**src/rtl/cm0_ctrl_pkg.sv**
```systemverilog
// Shared state encoding, latched decoder-class record and default sizes
// for the cm0 control sequencer.
package cm0_ctrl_pkg;

  localparam int CNT_W_DEF       = 32;
  localparam int TIMEOUT_CYC_DEF = 16;

  typedef enum logic [2:0] {
    ST_IDLE    = 3'd0,
    ST_FETCH   = 3'd1,
    ST_DECODE  = 3'd2,
    ST_EXECUTE = 3'd3,
    ST_MEM     = 3'd4,
    ST_WB      = 3'd5,
    ST_EXC     = 3'd6,
    ST_HALT    = 3'd7
  } state_e;

  typedef struct packed {
    logic load;
    logic store;
    logic wr_rd;
    logic wr_sp;
    logic wr_lr;
    logic set_flags;
    logic wr_primask;
  } cls_t;

endpackage

```
**src/rtl/cm0_ctrl_watchdog.sv**
```systemverilog
// Wait-cycle counter: cleared by load, advanced by en; expired flags the
// last permitted wait cycle (combinational, same cycle as the count match).
module cm0_ctrl_watchdog
  import cm0_ctrl_pkg::*;
#(
  parameter int TIMEOUT_CYC = TIMEOUT_CYC_DEF
) (
  input  logic clk,
  input  logic rst,
  input  logic load,
  input  logic en,
  output logic expired
);

  localparam int W = $clog2(TIMEOUT_CYC + 1);

  logic [W-1:0] cnt_q, cnt_d;

  always_comb begin
    cnt_d = cnt_q;
    if (load) begin
      cnt_d = '0;
    end else if (en) begin
      cnt_d = cnt_q + W'(1);
    end
  end

  always_ff @(posedge clk or posedge rst) begin
    if (rst) begin
      cnt_q <= '0;
    end else begin
      cnt_q <= cnt_d;
    end
  end

  assign expired = en && !load && (cnt_q == W'(TIMEOUT_CYC - 1));

endmodule

```
**src/rtl/cm0_ctrl_seq.sv**
```systemverilog
// Multi-cycle instruction sequencer; ALU op 4 cycles FETCH..WB, load/store 5, +1 per
// memory wait cycle. Optional ack watchdog under CM0_CTRL_WATCHDOG_EN.
module cm0_ctrl_seq
  import cm0_ctrl_pkg::*;
#(
  parameter int CNT_W = CNT_W_DEF
`ifdef CM0_CTRL_WATCHDOG_EN
  , parameter int TIMEOUT_CYC = TIMEOUT_CYC_DEF
`endif
) (
  input  logic             clk,
  input  logic             rst,
  input  logic             start,
  input  logic             halt_req,
  input  logic             irq_pend,
  input  logic             primask_q,
  output logic             fetch_req,
  input  logic             fetch_ack,
  output logic             mem_req,
  input  logic             mem_ack,
  input  logic             dec_load,
  input  logic             dec_store,
  input  logic             dec_wr_rd,
  input  logic             dec_wr_sp,
  input  logic             dec_wr_lr,
  input  logic             dec_set_flags,
  input  logic             dec_wr_primask,
  output logic             cu_decode,
  output logic             cu_execute,
  output logic             cu_wr_mem,
  output logic             ld_sp,
  output logic             ld_lr,
  output logic             ld_pc,
  output logic             ld_rd,
  output logic             ld_apsr,
  output logic             ld_ipsr,
  output logic             ld_primask,
  output logic             busy,
  output logic             halted,
  output logic             err_timeout,
  output logic [CNT_W-1:0] retired
);

  state_e           state_q, state_d;
  cls_t             cls_q, cls_d;
  logic [CNT_W-1:0] retired_q, retired_d;
  logic             wd_expired;

`ifdef CM0_CTRL_WATCHDOG_EN
  logic wd_wait, wd_ack;
  logic err_q, err_d;

  assign wd_wait = (state_q == ST_FETCH) || (state_q == ST_MEM);
  assign wd_ack  = (state_q == ST_FETCH) ? fetch_ack : mem_ack;

  // Counter is held clear outside the wait states, so each entry restarts it.
  cm0_ctrl_watchdog #(.TIMEOUT_CYC(TIMEOUT_CYC)) u_watchdog (
    .clk     (clk),
    .rst     (rst),
    .load    (!wd_wait),
    .en      (wd_wait && !wd_ack),
    .expired (wd_expired)
  );

  always_comb begin
    err_d = err_q | wd_expired;
  end

  always_ff @(posedge clk or posedge rst) begin
    if (rst) begin
      err_q <= 1'b0;
    end else begin
      err_q <= err_d;
    end
  end

  assign err_timeout = err_q;
`else
  assign wd_expired  = 1'b0;
  assign err_timeout = 1'b0;
`endif

  always_comb begin
    state_d    = state_q;
    cls_d      = cls_q;
    retired_d  = retired_q;
    fetch_req  = 1'b0;
    mem_req    = 1'b0;
    cu_decode  = 1'b0;
    cu_execute = 1'b0;
    cu_wr_mem  = 1'b0;
    ld_sp      = 1'b0;
    ld_lr      = 1'b0;
    ld_pc      = 1'b0;
    ld_rd      = 1'b0;
    ld_apsr    = 1'b0;
    ld_ipsr    = 1'b0;
    ld_primask = 1'b0;
    case (state_q)
      ST_IDLE, ST_HALT: begin
        if (start) state_d = ST_FETCH;
      end
      ST_FETCH: begin
        fetch_req = 1'b1;
        if (fetch_ack)       state_d = ST_DECODE;
        else if (wd_expired) state_d = ST_HALT;
      end
      ST_DECODE: begin
        cu_decode = 1'b1;
        // Load together with store is illegal; it degrades to a store.
        cls_d.load       = dec_load & ~dec_store;
        cls_d.store      = dec_store;
        cls_d.wr_rd      = dec_wr_rd;
        cls_d.wr_sp      = dec_wr_sp;
        cls_d.wr_lr      = dec_wr_lr;
        cls_d.set_flags  = dec_set_flags;
        cls_d.wr_primask = dec_wr_primask;
        state_d          = ST_EXECUTE;
      end
      ST_EXECUTE: begin
        cu_execute = 1'b1;
        ld_apsr    = cls_q.set_flags;
        state_d    = (cls_q.load || cls_q.store) ? ST_MEM : ST_WB;
      end
      ST_MEM: begin
        mem_req   = 1'b1;
        cu_wr_mem = cls_q.store;
        if (mem_ack)         state_d = ST_WB;
        else if (wd_expired) state_d = ST_HALT;
      end
      ST_WB: begin
        ld_pc      = 1'b1;
        ld_rd      = cls_q.wr_rd;
        ld_sp      = cls_q.wr_sp;
        ld_lr      = cls_q.wr_lr;
        ld_primask = cls_q.wr_primask;
        retired_d  = retired_q + CNT_W'(1);
        if (halt_req)                   state_d = ST_HALT;
        else if (irq_pend && !primask_q) state_d = ST_EXC;
        else                            state_d = ST_FETCH;
      end
      ST_EXC: begin
        ld_ipsr = 1'b1;
        ld_lr   = 1'b1;
        ld_pc   = 1'b1;
        state_d = ST_FETCH;
      end
      default: state_d = ST_IDLE;
    endcase
  end

  always_ff @(posedge clk or posedge rst) begin
    if (rst) begin
      state_q   <= ST_IDLE;
      cls_q     <= '0;
      retired_q <= '0;
    end else begin
      state_q   <= state_d;
      cls_q     <= cls_d;
      retired_q <= retired_d;
    end
  end

  assign busy    = (state_q != ST_IDLE) && (state_q != ST_HALT);
  assign halted  = (state_q == ST_HALT);
  assign retired = retired_q;

endmodule

```
**config.mk**
```make
export PLATFORM = sky130hd
export DESIGN_NAME = cm0_ctrl_seq
export DESIGN_NICKNAME = d
export VERILOG_FILES = /design/src/rtl/cm0_ctrl_pkg.sv /design/src/rtl/cm0_ctrl_watchdog.sv /design/src/rtl/cm0_ctrl_seq.sv
export SDC_FILE = /design/constraint.sdc
export NUM_CORES = 1
export LEC_CHECK = 0
export CORE_MARGIN = 4
export CORE_UTILIZATION = 25
export CTS_BUF_LIST = sky130_fd_sc_hd__clkbuf_2 sky130_fd_sc_hd__clkbuf_4 sky130_fd_sc_hd__clkbuf_8
export CTS_CLUSTER_SIZE = 28
export DETAILED_ROUTE_END_ITERATION = 12
export PLACE_DENSITY = 0.52
export SYNTH_ARGS = -nofsm -noshare
export SYNTH_HDL_FRONTEND = slang
export SYNTH_HIERARCHICAL = 1
export SYNTH_SLANG_ARGS = --single-unit
```
**constraint.sdc**
```tcl
create_clock -name clk -period 1.6 [get_ports clk]
set_input_delay 0.32 -clock clk [delete_from_list [all_inputs] [get_ports clk]]
set_output_delay 0.32 -clock clk [all_outputs]
set_load 0.05 [all_outputs]
```
# Yosys cells after proc, flatten, opt, wreduce, memory -nomap -nowiden
# Cells that the tools add are included.
[totals]
inputBits = 15
register_bits = 42
[op_classes]
addsub = 1
n_mux = 19
bitwise = 2
eq_ne = 11
n_reduce_logical = 9
[op_table]
columns = ["operator", "n"]
rows = [
  ["32-bit by 1-bit adder with 32-bit output, second input constant", 1],
  ["3-bit case mux with 7 select lines", 1],
  ["3-bit two-way mux", 5],
  ["3-bit == test, second input constant", 4],
  ["1-bit two-way mux", 12],
  ["3-bit by 2-bit == test with 1-bit output, second input constant", 2],
  ["2-bit != test, second input constant", 3],
  ["2-bit OR reduction", 2],
  ["3-bit by 1-bit == test with 1-bit output, second input constant", 1],
  ["3-bit logical NOT", 1],
  ["3-bit != test, second input constant", 1],
  ["3-bit AND reduction", 1],
  ["3-bit nonzero test", 1],
  ["1-bit logical AND", 2],
  ["1-bit case mux with 2 select lines", 1],
  ["1-bit AND", 1],
  ["1-bit logical NOT", 1],
  ["1-bit logical OR", 1],
  ["1-bit NOT", 1],
]

# Logic depth before layout (Yosys ltp)
[logic_depth]
word_depth = 5
depth_mapped = 5
depth_no_buf = 5

# Least setup slack after synthesis
# OpenSTA, ideal clock, no wires.
[synth_path]
path_type = "register -> output"
start = "register state_q[1]"
end = "output port ld_apsr"
arrival_time_ns = 1.966
slack_ns = -0.686
stages_incl_launch_ff = 5
path_buffers = 1
required_time_ns = 1.280
cell_sequence = "dfrtp_1 > clkbuf_1 > nand2_1 > nor2_1 > and2_1"
[synth_between]
elab_chain_len = 2
[synth_rtl]
columns = ["element", "line", "rtl"]
rows = [
  ["from (decl)", "cm0_ctrl_seq.sv:44", "state_e state_q, state_d;"],
  ["from (signal assigned)", "cm0_ctrl_seq.sv:158", "state_q <= state_d;"],
  ["3-bit by 2-bit == test with 1-bit output", "cm0_ctrl_seq.sv:99", "case (state_q)"],
  ["1-bit two-way mux", "cm0_ctrl_seq.sv:99", ""],
  ["to (decl)", "cm0_ctrl_seq.sv:35", "output logic ld_apsr,"],
]
# No other way between the ends.

# Worst setup path after layout
[layout_path]
start = "register state_q[0]"
end = "output port ld_apsr"
# Same word-level chain as after synthesis.

==> metrics.cfg <==
[outcome]
status=finished, violations left
violations=negative setup slack

[worst_setup_path]
crit_slowest_cell=dfrtp_2
path_buf_inv=2
reg2reg_from=state_q[0]
crit_chain=buf_4, nand2_4, nor2_4, and2_4, buf_12
worstRegToRegCells=7
required_ns=1.28
ff2ff_setup_slack_ns=-0.01
r2r-end=retired[6]
arrival_ns=1.36
end_kind=output pin
crit_type=reg -> out
max_stage_delay_ns=0.43
cp_top_family=flip-flops
worst_setup_path_start_kind=flip-flop
cp_max_fo=5

[detailed_routing]
via_count=1850
wl_um=5522
ant_nets=0
dr.first_iter.drc_count=50
wl_per_cell_um=13.47
dr.pass1.iters=4
drc=0
viasPerCell=4.512

[yosys]
async_flop_share=1.000
synth_area_um2=2140
ys_ff_latch=42
synth_top_area_frac=0.4912
yosysUniqueCellTypes=38
avgSynthCellArea_um2=10.64
yosys-top-cells-count=dfrtp_1 (42), xnor2_1 (27), nand2_1 (19), nand3_1 (17), nor2_1 (12)
ys_warn_count=6
synth_edf_count=0
synth_nets=217
yosysMostFrequentCell=dfrtp_1
ys_seq_area_frac=0.4912
ys.flop_type=dfrtp_1
yosys-top-cells-area=dfrtp_1 (49%), xnor2_1 (11%), nand3_1 (4.0%)
yosys.area.top_type=dfrtp_1
syn_inst=201

[floorplan]
die-width_um=100.5
rows=33
core-area_um2=8258
start_util=0.2591
die_h_um=100.5
dieArea_um2=10100
io-pin-count=62

[sta]
setup_slack_ns=-0.08298
fin_hold_ws_ns=0.3745
hold_viol_final=0
fmax_mhz=594.2
fin_crit_sh=1.052
finalSetupViolations=11
slew_violations=0
period_needed_ns=1.683
rsz0062_at_grt=yes
skew_ns=0.006931

[clock_network]
hold_buffers=0
numCtsBuffers=5
h-tree-depth=2
cts_sinks=42
cts_tree=built
clk_path_buf_depth=2
clock-root-buffer=clkbuf_8
clkLatencyLatePin_ns=0.29
cts.clk_slew.worst_paths_ns=0.08

[global_routing]
gr-usage-met2=0.1952
met3_usage=0.01938
grt_usage=0.1141
grt_pass1_vias=1838
grt_max_degree=43
grt_pass1_wl_um=9328
antenna_found_initial=0
grt_overflow=0
grt_util_met1=0.1487
grt.busiest_layer=met2

[power_and_ir_drop]
peakVddDrop_mv=0.5967
total_power_mw=5.258
p_leak_nw=1.660
p_per_area_nw_per_um2=1317

[placed_design]
placed_cells=388
finalWeightedCongestion=0.7768
portBuffers=60
hpwl_um=4150
place_area_um2=3656

[finish]
drive_above_1_share=0.5803
fin_cells=410
synthToLayoutAreaGrowth_pct=86.55
diodes=0
fin_nets=320
finish.instance_area_um2=3991
fillCellCount=748

[hold_path]
hp-class=in -> async

[run]
maxCapViolCount=0

==> logic make-up after synthesis <==
| family | Yosys count | share of synthesized area |
|---|---|---|
| compound gates | 9 | 0.02866 |
| xor+xnor | 31 | 0.1269 |
| fa+ha+maj | 1 | 0.005847 |
| buf+inv | 15 | 0.03391 |
| flops | 42 | 0.4912 |
| mux | 8 | 0.04152 |
| other cells | 1 | 0.001753 |
| simple gates | 94 | 0.2702 |
==> worst max path at each step <==
stage	startpoint	endpoint	slack [ns]	cells after the start
final	state_q[0]	ld_apsr	-0.08	5
after global routing	state_q[0]	ld_apsr	-0.14	5
after CTS	state_q[1]	cu_decode	-0.08	4
after detailed placement	state_q[0]	retired[15]	-0.01	4
after global placement	state_q[0]	retired[15]	0.01	4
after floorplan	state_q[1]	ld_apsr	-0.12	4
==> layout make-up <==
class	instances	area [um^2]	area share
well taps	105	131.4	0.03292
multi-input cells	144	1199	0.3003
inverters	9	33.78	0.008464
flip-flops and latches	42	1087	0.2724
clock buffers	6	82.58	0.02069
repair buffers	102	1445	0.3621
clock inverters	2	12.51	0.003135
==> metal layers <==
layer  wire length, um  vias up
met4                71        0
li1                  -      902
met2              2932       32
met1              2370      909
met3               148        7
met5                 0        -
==> stage by stage <==
step | util | setup slack (ns) | TNS [ns]
6_report | 0.4833 | -0.08298 | -0.4384
3_5_place_dp | 0.4427 | -0.01023 | -0.01023
4_1_cts | 0.4733 | -0.07712 | -0.4326
2_1_floorplan | - | -0.1243 | -0.7538
5_1_grt | 0.4833 | -0.1352 | -1.598
3_3_place_gp | 0.4427 | 0.009909 | 0
==> power breakdown <==
group	internal [mW]	switching, mW	total [mW]
Clock	0.347	0.362	0.709
Sequential	1.27	0.190	1.46
Combinational	1.54	1.55	3.09
==> cell usage in the layout, fill, tap and decap left out, types with 4 or more instances in the layout <==
cell,count
buf_6,5
nand3_2,8
clkdlybuf4s50_1,14
xnor2_1,26
buf_4,33
xor2_1,4
nor3_4,4
nand3_1,10
mux2_2,7
and2_4,4
nor2_4,5
dfrtp_2,29
clkbuf_8,6
dfrtp_1,13
nand2_2,6
buf_12,50
nand4_1,11
nor2_1,8
nand2_1,12
inv_1,7
==> timing repair <==
action	4_1_cts	5_1_grt
gates resized for setup	21	15
endpoints found under the setup margin	15	25
pin swaps	10	9
gates cloned	1	0
hold endpoints to repair	0	0
buffers inserted	10	4
==> state kept, by name, indices dropped and copies added, names as in the netlist <==
signal	cells
cls_q	7
state_q	3
retired	32
==> tightest hold or removal path: stages <==
cell and delay [ns]:
clkdlybuf4s50_1 0.40, clkinv_1 0.07, buf_12 0.24
Power figures use the tool's default switching activity.
==> edit (same settings) <==
The 8 states of `state_e` get a Gray code encoding in 3 bits.
--- a/src/rtl/cm0_ctrl_pkg.sv
+++ b/src/rtl/cm0_ctrl_pkg.sv
@@ -6,14 +6,14 @@
   localparam int TIMEOUT_CYC_DEF = 16;
 
   typedef enum logic [2:0] {
-    ST_IDLE    = 3'd0,
-    ST_FETCH   = 3'd1,
-    ST_DECODE  = 3'd2,
-    ST_EXECUTE = 3'd3,
-    ST_MEM     = 3'd4,
-    ST_WB      = 3'd5,
-    ST_EXC     = 3'd6,
-    ST_HALT    = 3'd7
+    ST_IDLE    = 3'b000,
+    ST_FETCH   = 3'b001,
+    ST_DECODE  = 3'b011,
+    ST_EXECUTE = 3'b010,
+    ST_MEM     = 3'b110,
+    ST_WB      = 3'b111,
+    ST_EXC     = 3'b101,
+    ST_HALT    = 3'b100
   } state_e;
 
   typedef struct packed {
Behaviour: no difference found for any inputs over 10 cycles, from zero or initial values and one cycle with rst high; not proved beyond that.
==> edit against the original RTL <==
Wire length shrank 4.4%; cell area shrank 0.66%; setup slack lost 0.025 ns; first-iteration DRC count grew 2.0%; sequential cell count is the same; the run still ends with setup timing left; area after synthesis shrank 5.6%; critical path depth is the same; total power shrank 2.0%; critical path type unchanged.
==> edit: results (changes against the original RTL) <==
metric,value,unit,change
outcome,"complete, but fails checks",,unchanged
failing checks,setup timing,,unchanged
M2 GR Usage,17.9,%,was 19.5%
DRT iter0 DRCs,51,,was 50
met1 usage,13.6,%,was 14.9%
mux cell area share after synthesis,3.90,%,was 4.15%
Worst path slowest cell,dfrtp_1,,was dfrtp_2
Power Density,1300,nW/µm²,was 1320 nW/µm²
pre-CTS setup slack,0.0123,ns,was -0.0102 ns
worst setup margin,-0.108,ns,was -0.0830 ns
overall routing resource usage,11.2,%,was 11.4%
met2 WL,2570,µm,was 2930 µm
synth cell count leaders,"dfrtp_1 (42), xnor2_1 (20), nand2_1 (14)",,"was dfrtp_1 (42), xnor2_1 (27), nand2_1 (19)"
Syn Nets,204,,was 217
hpwl dp,4000,µm,was 4150 µm
DR vias,1768,,was 1850
met3 Track Usage GR,5.07,%,was 1.94%
post-synthesis cell count,188,,was 201
count of different cell masters after synthesis,39,,was 38
Post-Synth XOR/XNOR Area,13.4,%,was 12.7%
total negative slack,-0.907,ns,was -0.438 ns
reg2reg setup slack,-0.08,ns,was -0.01 ns
share of post-route cells with drive strength above 1,58.3,%,was 58.0%
CP arrival,1.39,ns,was 1.36 ns
wire length per cell,13.1,µm,was 13.5 µm
Metal-1 WL,2170,µm,was 2370 µm
Layout Cells excl Fill,404,,was 410
WL met3,485,µm,was 148 µm
RD Place Congestion,0.787,,was 0.777
"CTS clk-pin slew, worst paths",0.08,ns,about the same
Max VDD drop,1.21,mV,was 0.597 mV
first-pass GRT wire length,8720,µm,was 9330 µm
Adder-Cell Fraction of Synth Area,0.619,%,was 0.585%
placed instance count,378,,was 388
Layout Utilization,50.8,%,was 48.3%
pin count of the biggest net entering global routing,21,,was 43
final setup vio count,16,,was 11
register area share after synthesis,52.0,%,was 49.1%
max incr delay on CP,0.39,ns,was 0.43 ns
Min Hold Slack,0.291,ns,was 0.375 ns
fill count,696,,was 748
P_sw,2.01,mW,was 2.11 mW
reg2reg end,retired[20],,was retired[6]
antenna violations before repair,0,,unchanged
static leakage,1.74,nW,was 1.66 nW
"top cells by area, synth","dfrtp_1 (52%), xnor2_1 (8.7%), xor2_1 (4.8%), mux2_2 (3.9%), nand3_1 (3.2%)",,"was dfrtp_1 (49%), xnor2_1 (11%), nand3_1 (4.0%), mux2_2 (3.7%), nand2_1 (3.3%)"
placed cell area,3620,µm²,was 3660 µm²
top routing layer in use,met4,,unchanged
clock skew,0.00962,ns,was 0.00693 ns
compound-gate portion of the synthesized area,3.28,%,was 2.87%
reg2reg path depth,5,,was 7
"Largest delay share family, worst path",flip-flops,,unchanged
Setup crit start kind,register,,unchanged
-- edit: layout make-up --
class,count,area share (%)
repair buffers,113,38.3
clock inverters,2,0.316
inverters,9,1.10
well taps,102,3.22
flip-flops and latches,42,27.2
multi-input cells,130,27.8
clock buffers,6,2.08
-- edit: cell families after synthesis --
kind of cell,after synthesis
AOI/OAI and AO/OA,10
xor gates and xnor gates,31
adders and majority gates,1
buffers and inverters,16
DFF,42
muxes,7
other,1
and+or+nand+nor,80
-- edit: power groups by stage --
stage | sequential, mW | combinational, mW | clock (mW)
finish | 1.40 | 3.04 | 0.708
global route | 1.42 | 3.22 | 0.792
CTS | 1.39 | 2.86 | 0.735
detailed placement | 1.43 | 2.55 | 0
global placement | 1.42 | 2.54 | 0
floorplan | 1.59 | 1.22 | 0
-- edit: repair_timing --
item | 4_1_cts | 5_1_grt
gates cloned | 1 | 1
gates resized for setup | 15 | 10
setup buffers | 8 | 8
endpoints found under the setup margin | 15 | 31
pin swaps | 9 | 9
